File: src/rtl/mvm_stream_param.sv
// mvm_stream_param: streaming signed matrix-vector multiplier, y = A*x.
//   A frame is N beats of x, then M*N beats of A in row-major order. If
//   reuse_a is set on the first beat and an A is already stored, the frame is
//   x only. One MAC per cycle; results are range-checked against OW
//   (saturate or wrap) and drained over a valid/ready output handshake.
// Ports:
//   clk, reset        clock (rising edge), synchronous active-high reset
//   s_valid/s_ready   input beat handshake, data_in = signed DW-bit element
//   reuse_a           sampled on beat 0: keep the stored A for this frame
//   m_valid/m_ready   result handshake, data_out = y[i] (signed OW bits)
//   overflow          data_out was out of the OW range (valid with m_valid)
module mvm_stream_param #(
    parameter int M   = 3,
    parameter int N   = 3,
    parameter int DW  = 8,
    parameter int OW  = 16,
    parameter int SAT = 1
) (
    input  logic                 clk,
    input  logic                 reset,
    input  logic                 s_valid,
    output logic                 s_ready,
    input  logic signed [DW-1:0] data_in,
    input  logic                 reuse_a,
    output logic                 m_valid,
    input  logic                 m_ready,
    output logic signed [OW-1:0] data_out,
    output logic                 overflow
);
    localparam int MN   = M * N;
    localparam int ACCW = 2 * DW + $clog2(N) + 1;
    // compare width that holds both the accumulator and the OW limits
    localparam int EW   = ((ACCW > OW) ? ACCW : OW) + 1;
    localparam int CW   = $clog2(MN + 2) + 1;
    localparam int AW   = (MN > 1) ? $clog2(MN) : 1;
    localparam int XW   = (N > 1) ? $clog2(N) : 1;
    localparam int RW   = (M > 1) ? $clog2(M) : 1;
    localparam logic signed [EW-1:0] ONE    = 1;
    localparam logic signed [EW-1:0] LIM_HI = (ONE <<< (OW - 1)) - ONE;
    localparam logic signed [EW-1:0] LIM_LO = -(ONE <<< (OW - 1));

    typedef enum logic [1:0] {LOAD_X, LOAD_A, COMPUTE, OUTPUT} state_t;
    state_t state, next;

    logic [CW-1:0]          cnt;
    logic                   a_loaded, reuse_q;
    logic signed [DW-1:0]   x_mem [N];
    logic signed [DW-1:0]   a_mem [MN];
    logic signed [OW-1:0]   y_mem [M];
    logic                   y_ovf [M];
    logic [XW-1:0]          col;
    logic [RW-1:0]          row, p1_row, p2_row, oidx;
    logic signed [DW-1:0]   a_q, x_q;
    logic                   p1_vld, p1_first, p1_last, p2_vld, p2_last;
    logic signed [ACCW-1:0] acc, prod_ext;
    logic signed [2*DW-1:0] prod;
    logic signed [EW-1:0]   acc_x;
    logic signed [OW-1:0]   fmt_val;
    logic                   fmt_ovf;
    logic                   beat, out_hs, reuse_now, issue;

    assign beat   = s_valid && s_ready;
    assign out_hs = m_valid && m_ready;
    // beat 0 decides reuse directly; later beats use the sampled decision
    assign reuse_now = (cnt == '0) ? (reuse_a && a_loaded) : reuse_q;
    assign issue     = (state == COMPUTE) && (cnt < CW'(MN));

    always_ff @(posedge clk) begin
        if (reset) state <= LOAD_X;
        else       state <= next;
    end

    always_comb begin
        next = state;
        case (state)
            LOAD_X:  if (beat && cnt == CW'(N - 1)) next = reuse_now ? COMPUTE : LOAD_A;
            LOAD_A:  if (beat && cnt == CW'(MN - 1)) next = COMPUTE;
            // last MAC issued at cnt=MN-1: +1 read, +1 accumulate, then y write
            COMPUTE: if (cnt == CW'(MN + 1)) next = OUTPUT;
            OUTPUT:  if (out_hs && oidx == RW'(M - 1)) next = LOAD_X;
            default: next = LOAD_X;
        endcase
    end

    assign prod     = a_q * x_q;
    assign prod_ext = {{(ACCW - 2 * DW){prod[2*DW-1]}}, prod};

    always_comb begin
        acc_x   = {{(EW - ACCW){acc[ACCW-1]}}, acc};
        fmt_ovf = 1'b0;
        fmt_val = acc_x[OW-1:0];
        if (acc_x > LIM_HI) begin
            fmt_ovf = 1'b1;
            if (SAT != 0) fmt_val = LIM_HI[OW-1:0];
        end else if (acc_x < LIM_LO) begin
            fmt_ovf = 1'b1;
            if (SAT != 0) fmt_val = LIM_LO[OW-1:0];
        end
    end

    // control and output registers
    always_ff @(posedge clk) begin
        if (reset) begin
            cnt      <= '0;
            a_loaded <= 1'b0;
            reuse_q  <= 1'b0;
            col      <= '0;
            row      <= '0;
            p1_vld   <= 1'b0;
            p2_vld   <= 1'b0;
            oidx     <= '0;
            s_ready  <= 1'b0;
            m_valid  <= 1'b0;
            data_out <= '0;
            overflow <= 1'b0;
        end else begin
            s_ready <= (next == LOAD_X) || (next == LOAD_A);
            m_valid <= (next == OUTPUT);

            if (next != state)                cnt <= '0;
            else if (beat || state == COMPUTE) cnt <= cnt + 1'b1;

            if (state == LOAD_X && beat && cnt == '0) reuse_q <= reuse_a && a_loaded;
            if (state == LOAD_A && beat && cnt == CW'(MN - 1)) a_loaded <= 1'b1;

            p1_vld <= issue;
            p2_vld <= p1_vld;
            if (issue) begin
                if (col == XW'(N - 1)) begin
                    col <= '0;
                    row <= row + 1'b1;
                end else begin
                    col <= col + 1'b1;
                end
            end else if (state != COMPUTE) begin
                col <= '0;
                row <= '0;
            end

            if (state == COMPUTE && next == OUTPUT) begin
                oidx <= '0;
                // with M=1 row 0 is being written on this same edge
                if (p2_vld && p2_last && p2_row == '0) begin
                    data_out <= fmt_val;
                    overflow <= fmt_ovf;
                end else begin
                    data_out <= y_mem[0];
                    overflow <= y_ovf[0];
                end
            end else if (state == OUTPUT && out_hs && oidx != RW'(M - 1)) begin
                oidx     <= oidx + 1'b1;
                data_out <= y_mem[oidx + 1'b1];
                overflow <= y_ovf[oidx + 1'b1];
            end
        end
    end

    // operand/result storage and MAC pipeline data (qualified by p*_vld)
    always_ff @(posedge clk) begin
        if (state == LOAD_X && beat) x_mem[cnt[XW-1:0]] <= data_in;
        if (state == LOAD_A && beat) a_mem[cnt[AW-1:0]] <= data_in;
        if (issue) begin
            a_q      <= a_mem[cnt[AW-1:0]];
            x_q      <= x_mem[col];
            p1_first <= (col == '0);
            p1_last  <= (col == XW'(N - 1));
            p1_row   <= row;
        end
        if (p1_vld) begin
            acc     <= (p1_first ? '0 : acc) + prod_ext;
            p2_last <= p1_last;
            p2_row  <= p1_row;
        end
        if (p2_vld && p2_last) begin
            y_mem[p2_row] <= fmt_val;
            y_ovf[p2_row] <= fmt_ovf;
        end
    end
endmodule

File: config.mk
export PLATFORM = sky130hd
export DESIGN_NAME = mvm_stream_param
export DESIGN_NICKNAME = d
export VERILOG_FILES = /design/src/rtl/mvm_stream_param.sv
export SDC_FILE = /design/constraint.sdc
export NUM_CORES = 1
export LEC_CHECK = 0
export ABC_CLOCK_PERIOD_IN_PS = 8400
export BUFFER_PORTS_ARGS = -buffer_cell sky130_fd_sc_hd__buf_2
export CORE_ASPECT_RATIO = 2
export CORE_UTILIZATION = 45
export DETAILED_ROUTE_END_ITERATION = 7
export PLACE_DENSITY = 0.63
export SYNTH_ARGS = -nofsm -noshare
export SYNTH_HDL_FRONTEND = slang
export SYNTH_SLANG_ARGS = --single-unit
File: constraint.sdc
create_clock -name clk -period 8.4 [get_ports clk]
set_clock_uncertainty 0.05 [all_clocks]
set_input_delay 0.84 -clock clk [delete_from_list [all_inputs] [get_ports clk]]
set_output_delay 0.84 -clock clk [all_outputs]
set_load 0.02 [all_outputs]
# After elaboration in Yosys (flattened, before gate mapping)
# Memory sizes are Yosys's and may differ from the RTL's. A register that Yosys moved wholly into a read port is not among the register bits.
# Cells that the tools add are included.
# word_totals
ram_bits	147
reg_bits	62
mem_count	4
wordCells	103
# mem_list
name	depth	word_bits	rd	rd_ports_with_merged_regs	write_ports	line	text
a_mem	9	8	1	1	1	48	logic signed [DW-1:0] a_mem [MN];
y_mem	3	16	2	0	1	49	logic signed [OW-1:0] y_mem [M];
x_mem	3	8	1	1	1	47	logic signed [DW-1:0] x_mem [N];
y_ovf	3	1	2	0	1	50	logic y_ovf [M];
# op_classes
reduce_logical	28
n_addsub	5
mul	1
eq_ne	14
muxes	29
n_lt_le_gt_ge	3
# op_table
operator	count
$mux W16	5
$mux W2	10
$add A19 B19 Y19	1
$gt A19 B16 Y1 const B	1
$lt A19 B16 Y1 const B	1
$mux W19	1
$logic_and A1 B1 Y1	16
$mul A8 B8 Y16	1
$mux W1	12
$eq A2 B2 Y1 const B	5
$eq A5 B4 Y1 const B	2
$logic_not A2 Y1	4
$pmux W2 S4	1
$add A2 B1 Y2 const B	3
$add A5 B1 Y5 const B	1
$eq A5 B2 Y1 const B	1
$logic_not A5 Y1	1
$lt A5 B4 Y1 const B	1
$eq A2 B1 Y1 const B	2
$ne A2 B2 Y1 const B	2
$reduce_bool A2 Y1	2
$reduce_or A2 Y1	2
$logic_or A1 B1 Y1	2
$ne A2 B1 Y1 const B	1
2 further kinds	2

# Depth between registers and ports, before layout
# Gate-level depths: netlist of run 1.
# logic_depth
word_depth	8
depth_mapped	24

# Least setup slack after synthesis of run 1
# Ideal clock, no wire load.
# synth_timing
path_type	reg-to-reg
start	register x_q[3] (read register of x_mem)
end	register acc[17] (data pin)
n_path_buf	0
stages_incl_launch_ff	20
synth_period_minus_slack_ps	5844
arrival_ps	5522
t_required_ps	8078
setup_slack_ps	2556
setup_time_ps	272
cell_sequence	edfxtp_1 and2_1 fa_1 inv_1 fa_1 inv_1 fa_1 inv_1 fa_1 inv_1 ha_1 a21o_1 a21oi_1 a32oi_1 xnor2_1 ha_1 nand2b_1 or3_1 mux2i_1 or4_1
# synth_between
elab_chain_len	2
# synth_lines
element	line	text
start, declared	53	logic signed [DW-1:0] a_q, x_q;
$mul A8 B8 Y16	85	assign prod = a_q * x_q;
$add A19 B19 Y19	170	acc <= (p1_first ? '0 : acc) + prod_ext;
end signal, assigned	170	
end, declared	55	logic signed [ACCW-1:0] acc, prod_ext;
# No other way between the ends.
# A chain may end at the register's enable or synchronous reset.

# Worst setup path after layout of run 1
# layout_timing
start	register x_q[4] (read register of x_mem)
end	register acc[18] (data pin)
# The elaborated chain is that of the path after synthesis.

==> results of run 1 <==
-- synthesized netlist by cell type (all sizes together) (6+ instances only) --
master	instances	area, sq um
nor3b	6	45.0
mux2	13	146
nor2	60	225
mux2i	42	420
a222oi	12	120
nor3	10	50.1
dfxtp	36	721
nor2b	33	206
mux4	16	360
a211oi	7	52.6
a21oi	36	180
o21a	19	143
clkbuf	28	105
xor2	13	114
xnor2	25	219
o21ai	38	190
and2	53	332
inv	99	372
nand2b	8	50.1
fa	56	1120
nand3	7	35.0
a21o	9	67.6
nand2	50	188
ha	52	651
edfxtp	189	5680
-- kinds of logic (layout without fill, tap and decap cells) --
kind of cell    after synthesis  after routing  share of synthesized area (%)
flops                       225            225                           52.3
simple gates                254            254                           10.8
buf+inv                     132            172                           4.06
compound gates              144            144                           7.79
mux                          71             71                           7.58
xor+xnor                     39             39                           2.94
fa+ha+maj                   108            108                           14.5
-- flip-flops by register name (all words and copies together), names as in the netlist, 2 cells and up --
signal	cells
x_mem	24
oidx	2
state	2
col	2
data_out	16
x_q	8
row	2
cnt	5
a_mem	72
p2_row	2
p1_row	2
a_q	8
y_ovf	3
acc	19
y_mem	48
-- layout make-up --
cell class              instances  share of cell area [%]
inverters                      99                    2.76
clock buffers                  30                    4.46
clock inverters                 7                   0.540
flip-flops and latches        225                    47.6
well taps                     348                    3.24
multi-input cells             616                    40.0
repair buffers                 36                    1.43
-- path summary, 6_finish.rpt --
| check | start | to | slack (ns) |
|---|---|---|---|
| worst min-delay path | p1_row[1] | p2_row[1] | 0.37 |
| worst min register to register | p1_row[1] | p2_row[1] | 0.37 |
| worst max register to register | x_q[4] | acc[18] | 1.99 |
| worst max-delay path | x_q[4] | acc[18] | 1.99 |
-- worst reg2reg max path: stages (launching register included) --
cell and delay (ns):
edfxtp_1 0.50, and2_1 0.23, fa_1 0.64, inv_1 0.16, fa_1 0.55, inv_1 0.05, fa_1 0.54, inv_1 0.06
fa_1 0.52, inv_1 0.04, ha_1 0.34, a21o_1 0.20, a21oi_1 0.21, a32oi_1 0.19, xnor2_1 0.58, ha_1 0.38
nor3_1 0.08, o311a_1 0.17, o41a_1 0.40, mux2i_1 0.18, xnor2_1 0.09
-- routing by layer --
| layer | vias to the layer above | track usage, % | part of all wire [%] |
|---|---|---|---|
| met2 | 107 | 38.7 | 61 |
| met1 | 3600 | 16.3 | 32 |
| met4 | 0 | 8.63 | 4.1 |
| li1 | 3506 | - | - |
| met3 | 58 | 1.91 | 2.4 |
| met5 | - | 0 | 0 |
-- metrics by stage --
stage / instances / cell area [sq um]
2_1_floorplan: 973 / 12200
3_3_place_gp: 1324 / 12800
6_report: 1361 / 13400
4_1_cts: 1361 / 13400
3_5_place_dp: 1324 / 12800
5_1_grt: 1361 / 13400
==> results.toml, run 1 <==
[run_status]
outcome = "complete, no violations"

[sta]
worst_slew_margin_rel_pct = 24.8
maxSlewViolCount = 0
setup_viol = 0
tightest_slew_ns = 1.13
period_share_pct = 76.3
rsz0062_at_grt = "no"
fin_tns_setup_ns = 0
worst_slack_ns = 1.99
max_freq_mhz = 156
hold_ws_ns = 0.366
period_needed_ns = 6.41
hold_viol_final = 0

[cts]
post-cts-setup-buffer-count = 0
cts_tree = "done"
h-tree-depth = 1
clock_path_buffers = 3
cts-root-buf = "clkbuf_16"
clkTransAtPathRegs_ns = 0.07
cts_hold_buf = 0
cts-resized-gates = 0
cts_sinks = 225
cts_inserted_buffers = 21
worstSkewPairLatency_ns = 0.51

[worst_setup_path]
path_cells = "and2_1 -> fa_1 -> inv_1 -> fa_1 -> inv_1 -> fa_1 -> inv_1 -> fa_1 -> inv_1 -> ha_1 -> a21o_1 -> a21oi_1 -> a32oi_1 -> xnor2_1 -> ha_1 -> nor3_1 -> o311a_1 -> o41a_1 -> mux2i_1 -> xnor2_1"
crit_slowest_cell = "fa_1"
crit_family = "adder cells"
path_buf_inv = 4
critical_path_arrival_ns = 6.62
cp-end-kind = "flip-flop"
criticalPathCategory = "flip-flop to flip-flop"
cp.depth = 20
start_kind = "flip-flop"
path_max_fanout = 8
r2r_cells = 20
required_ns = 8.61
slowest_delay_ns = 0.64

[floorplanning]
io_pins = 32
initial_utilization_pct = 45.6
placementRows = 85
die-area_sq_um = 27900
dieHeight_um = 235
core_area_sq_um = 26800
die_x_um = 119

[cells_and_area]
fill_cells = 2371
diodes = 0
multiInputGateArea_sq_um = 5380
regArea_sq_um = 6400
final_common_cell = "edfxtp_1"
layout-drive-gt1-share_pct = 11.1
layout_common_cells = "189 x edfxtp_1, 98 x inv_1, 60 x nor2_1"
area_growth_pct = 9.96
fin_util_pct = 50.2
final_nets = 1120

[worst_hold_path]
hold_class = "flip-flop to flip-flop"
holdPathStages = 0

[run]
max-cap-violations = 0

[global_routing]
grt_use_total_pct = 18.3
grt.overflow.total = 0
antenna_found_initial = 0
grt_max_degree = 36
grt_pass1_vias = 7728
grt_pass1_wl_mm = 39.5

[synthesis]
yosysSeqAreaShare_pct = 52.3
synth-edff-count = 189
avgSynthCellArea_sq_um = 12.6
synth_cell_types = 57
ys_dominant_reg_cell = "edfxtp_1"
synth-seq-cells = 225
yosysWarnings = 0
postSynth.asyncResetShare_pct = 0
syn_area_sq_um = 12200
synth_cells = 973
synth_nets = 1094

[detailed_routing]
wirelength_mm = 24.5
dr.pass1.iters = 4
postRouteAntennaNets = 0
wl_per_cell_um = 18.0
vias_per_cell = 5.34
drc = 0
first_iter_violations = 259
num_vias = 7271

[placement]
pre_cts_ws_ns = 1.99
dp_hpwl_mm = 18.9
routabilityCongestion = 0.878
io_buffer_count = 31
Power of run 1 is not shown: default switching activity piles up to over one toggle a cycle in this logic, so the estimate is an artifact.
==> run 2: changes to the inputs <==
ABC_CLOCK_PERIOD_IN_PS = 6500   (was 8400)
clock period = 6.5 ns   (was 8.4 ns; I/O delays follow)
==> run 2 against run 1 <==
  * Sequential share of layout area about the same
  * Critical path depth increased by 1
  * Non-clock buffer count up 3
  * Highest routed layer unchanged
==> results.toml, run 2 (same netlist as run 1, synthesis figures left out) <==
[sta]
period_needed_ns = 6.20
setup_viol = 0
tightest_slew_ns = 1.09
max_freq_mhz = 161
hold_viol_final = 0
period_share_pct = 95.4
hold_ws_ns = 0.368
maxSlewViolCount = 0
fin_tns_setup_ns = 0
worst_slew_margin_rel_pct = 27.2

[run_status]
outcome = "complete, no violations"

[global_routing]
grt_pass1_wl_mm = 40.6
grt_use_total_pct = 19.0
grt_pass1_vias = 7575
grt.overflow.total = 0
grt_max_degree = 36
antenna_found_initial = 0

[detailed_routing]
vias_per_cell = 5.33
num_vias = 7289
dr.pass1.iters = 5
drc = 0
first_iter_violations = 270
postRouteAntennaNets = 0
wl_per_cell_um = 18.8
wirelength_mm = 25.7

[floorplanning]
die_x_um = 119
die-area_sq_um = 27900
placementRows = 85
core_area_sq_um = 26800
dieHeight_um = 235
initial_utilization_pct = 45.6
io_pins = 32

[cts]
h-tree-depth = 1
clock_path_buffers = 3
cts_tree = "done"
worstSkewPairLatency_ns = 0.52
cts-root-buf = "clkbuf_16"
cts_inserted_buffers = 22
clkTransAtPathRegs_ns = 0.06
cts_sinks = 225

[worst_setup_path]
start_kind = "flip-flop"
r2r_cells = 21
cp-end-kind = "flip-flop"
timing.rr.start = "x_q[4]"
path_max_fanout = 8
required_ns = 6.72
r2r_end = "acc[17]"
r2r_slack_ns = 0.30
critical_path_arrival_ns = 6.42
criticalPathCategory = "flip-flop to flip-flop"

[worst_hold_path]
min-delay-start = "p1_last"
hold_class = "flip-flop to flip-flop"
holdPathStages = 0
hold_end = "p2_last"

[cells_and_area]
largest_reg_flops = 72
fin_util_pct = 50.2
layout-drive-gt1-share_pct = 11.1
final_nets = 1124
final_common_cell = "edfxtp_1"
fill_cells = 2388
diodes = 0
area_growth_pct = 9.97
layout_common_cells = "189 x edfxtp_1, 98 x inv_1, 60 x nor2_1"

[placement]
io_buffer_count = 31
routabilityCongestion = 0.896
dp_hpwl_mm = 19.5

[run]
max-cap-violations = 0
run 2: changes by cell type in the layout (fill, tap and decap cells not counted), sizes merged:
cell / previous run / this run
clkinv: 3 / 8
buf: 36 / 39
clkbuf: 30 / 28
clkinvlp: 1 / 3
bufinv: 1 / 0
inv: 101 / 100
run 2: cell type report:
type	count	area (sq um)	area share (%)
Tap cell	348	435	3.24
Inverter	99	372	2.76
Clock buffer	28	573	4.26
Sequential cell	225	6400	47.6
Multi-Input combinational cell	616	5370	39.9
Timing Repair Buffer	39	215	1.60
Clock inverter	12	82.6	0.614
run 2: stage by stage:
stage	instances	area, sq um	setup WS, ns
CTS	1366	13400	0.248
finish	1367	13400	0.299
global route	1367	13400	-0.00303
detailed placement	1326	12800	0.272
global placement	1326	12800	0.351
floorplan	973	12200	0.656
run 2: worst max-delay path by stage:
stage	from	endpoint	slack [ns]
after detailed placement	a_q[0]	acc[17]	0.27
final	x_q[4]	acc[17]	0.30
after floorplan	x_q[3]	acc[17]	0.66
after CTS	a_q[0]	acc[17]	0.25
after global routing	a_q[0]	acc[17]	-0.003
after global placement	a_q[0]	acc[17]	0.35
run 2: timing repair:
action                                  CTS  global route
endpoints found under the setup margin    0             2
buffers inserted                          0             1
resized for setup                         0             0
hold buffers                              0             0
run 2: critical path, stage by stage (launching register included):
cell and delay [ns]:
edfxtp_1 0.50, and2_1 0.24, fa_1 0.54, inv_1 0.05, fa_1 0.47, inv_1 0.05, fa_1 0.52, inv_1 0.05
fa_1 0.53, inv_1 0.04, ha_1 0.34, o21ai_1 0.14, o21bai_1 0.08, a21oi_1 0.19, xnor2_1 0.18, ha_1 0.34
a21o_1 0.22, a311oi_2 0.28, nor3_1 0.11, o41a_1 0.37, and4_4 0.20, or4_1 0.46
run 2: routing by layer:
layer | part of all wire, % | vias to the layer above | wire (um) | track usage [%]
met4 | 4.6 | 0 | 1190 | 9.44
met3 | 2.4 | 55 | 605 | 2.01
met1 | 34 | 3599 | 8650 | 17.3
met2 | 59 | 115 | 15300 | 39.5
li1 | - | 3520 | - | -
met5 | 0 | - | 0 | 0
Power of run 2 is left out for the same reason.
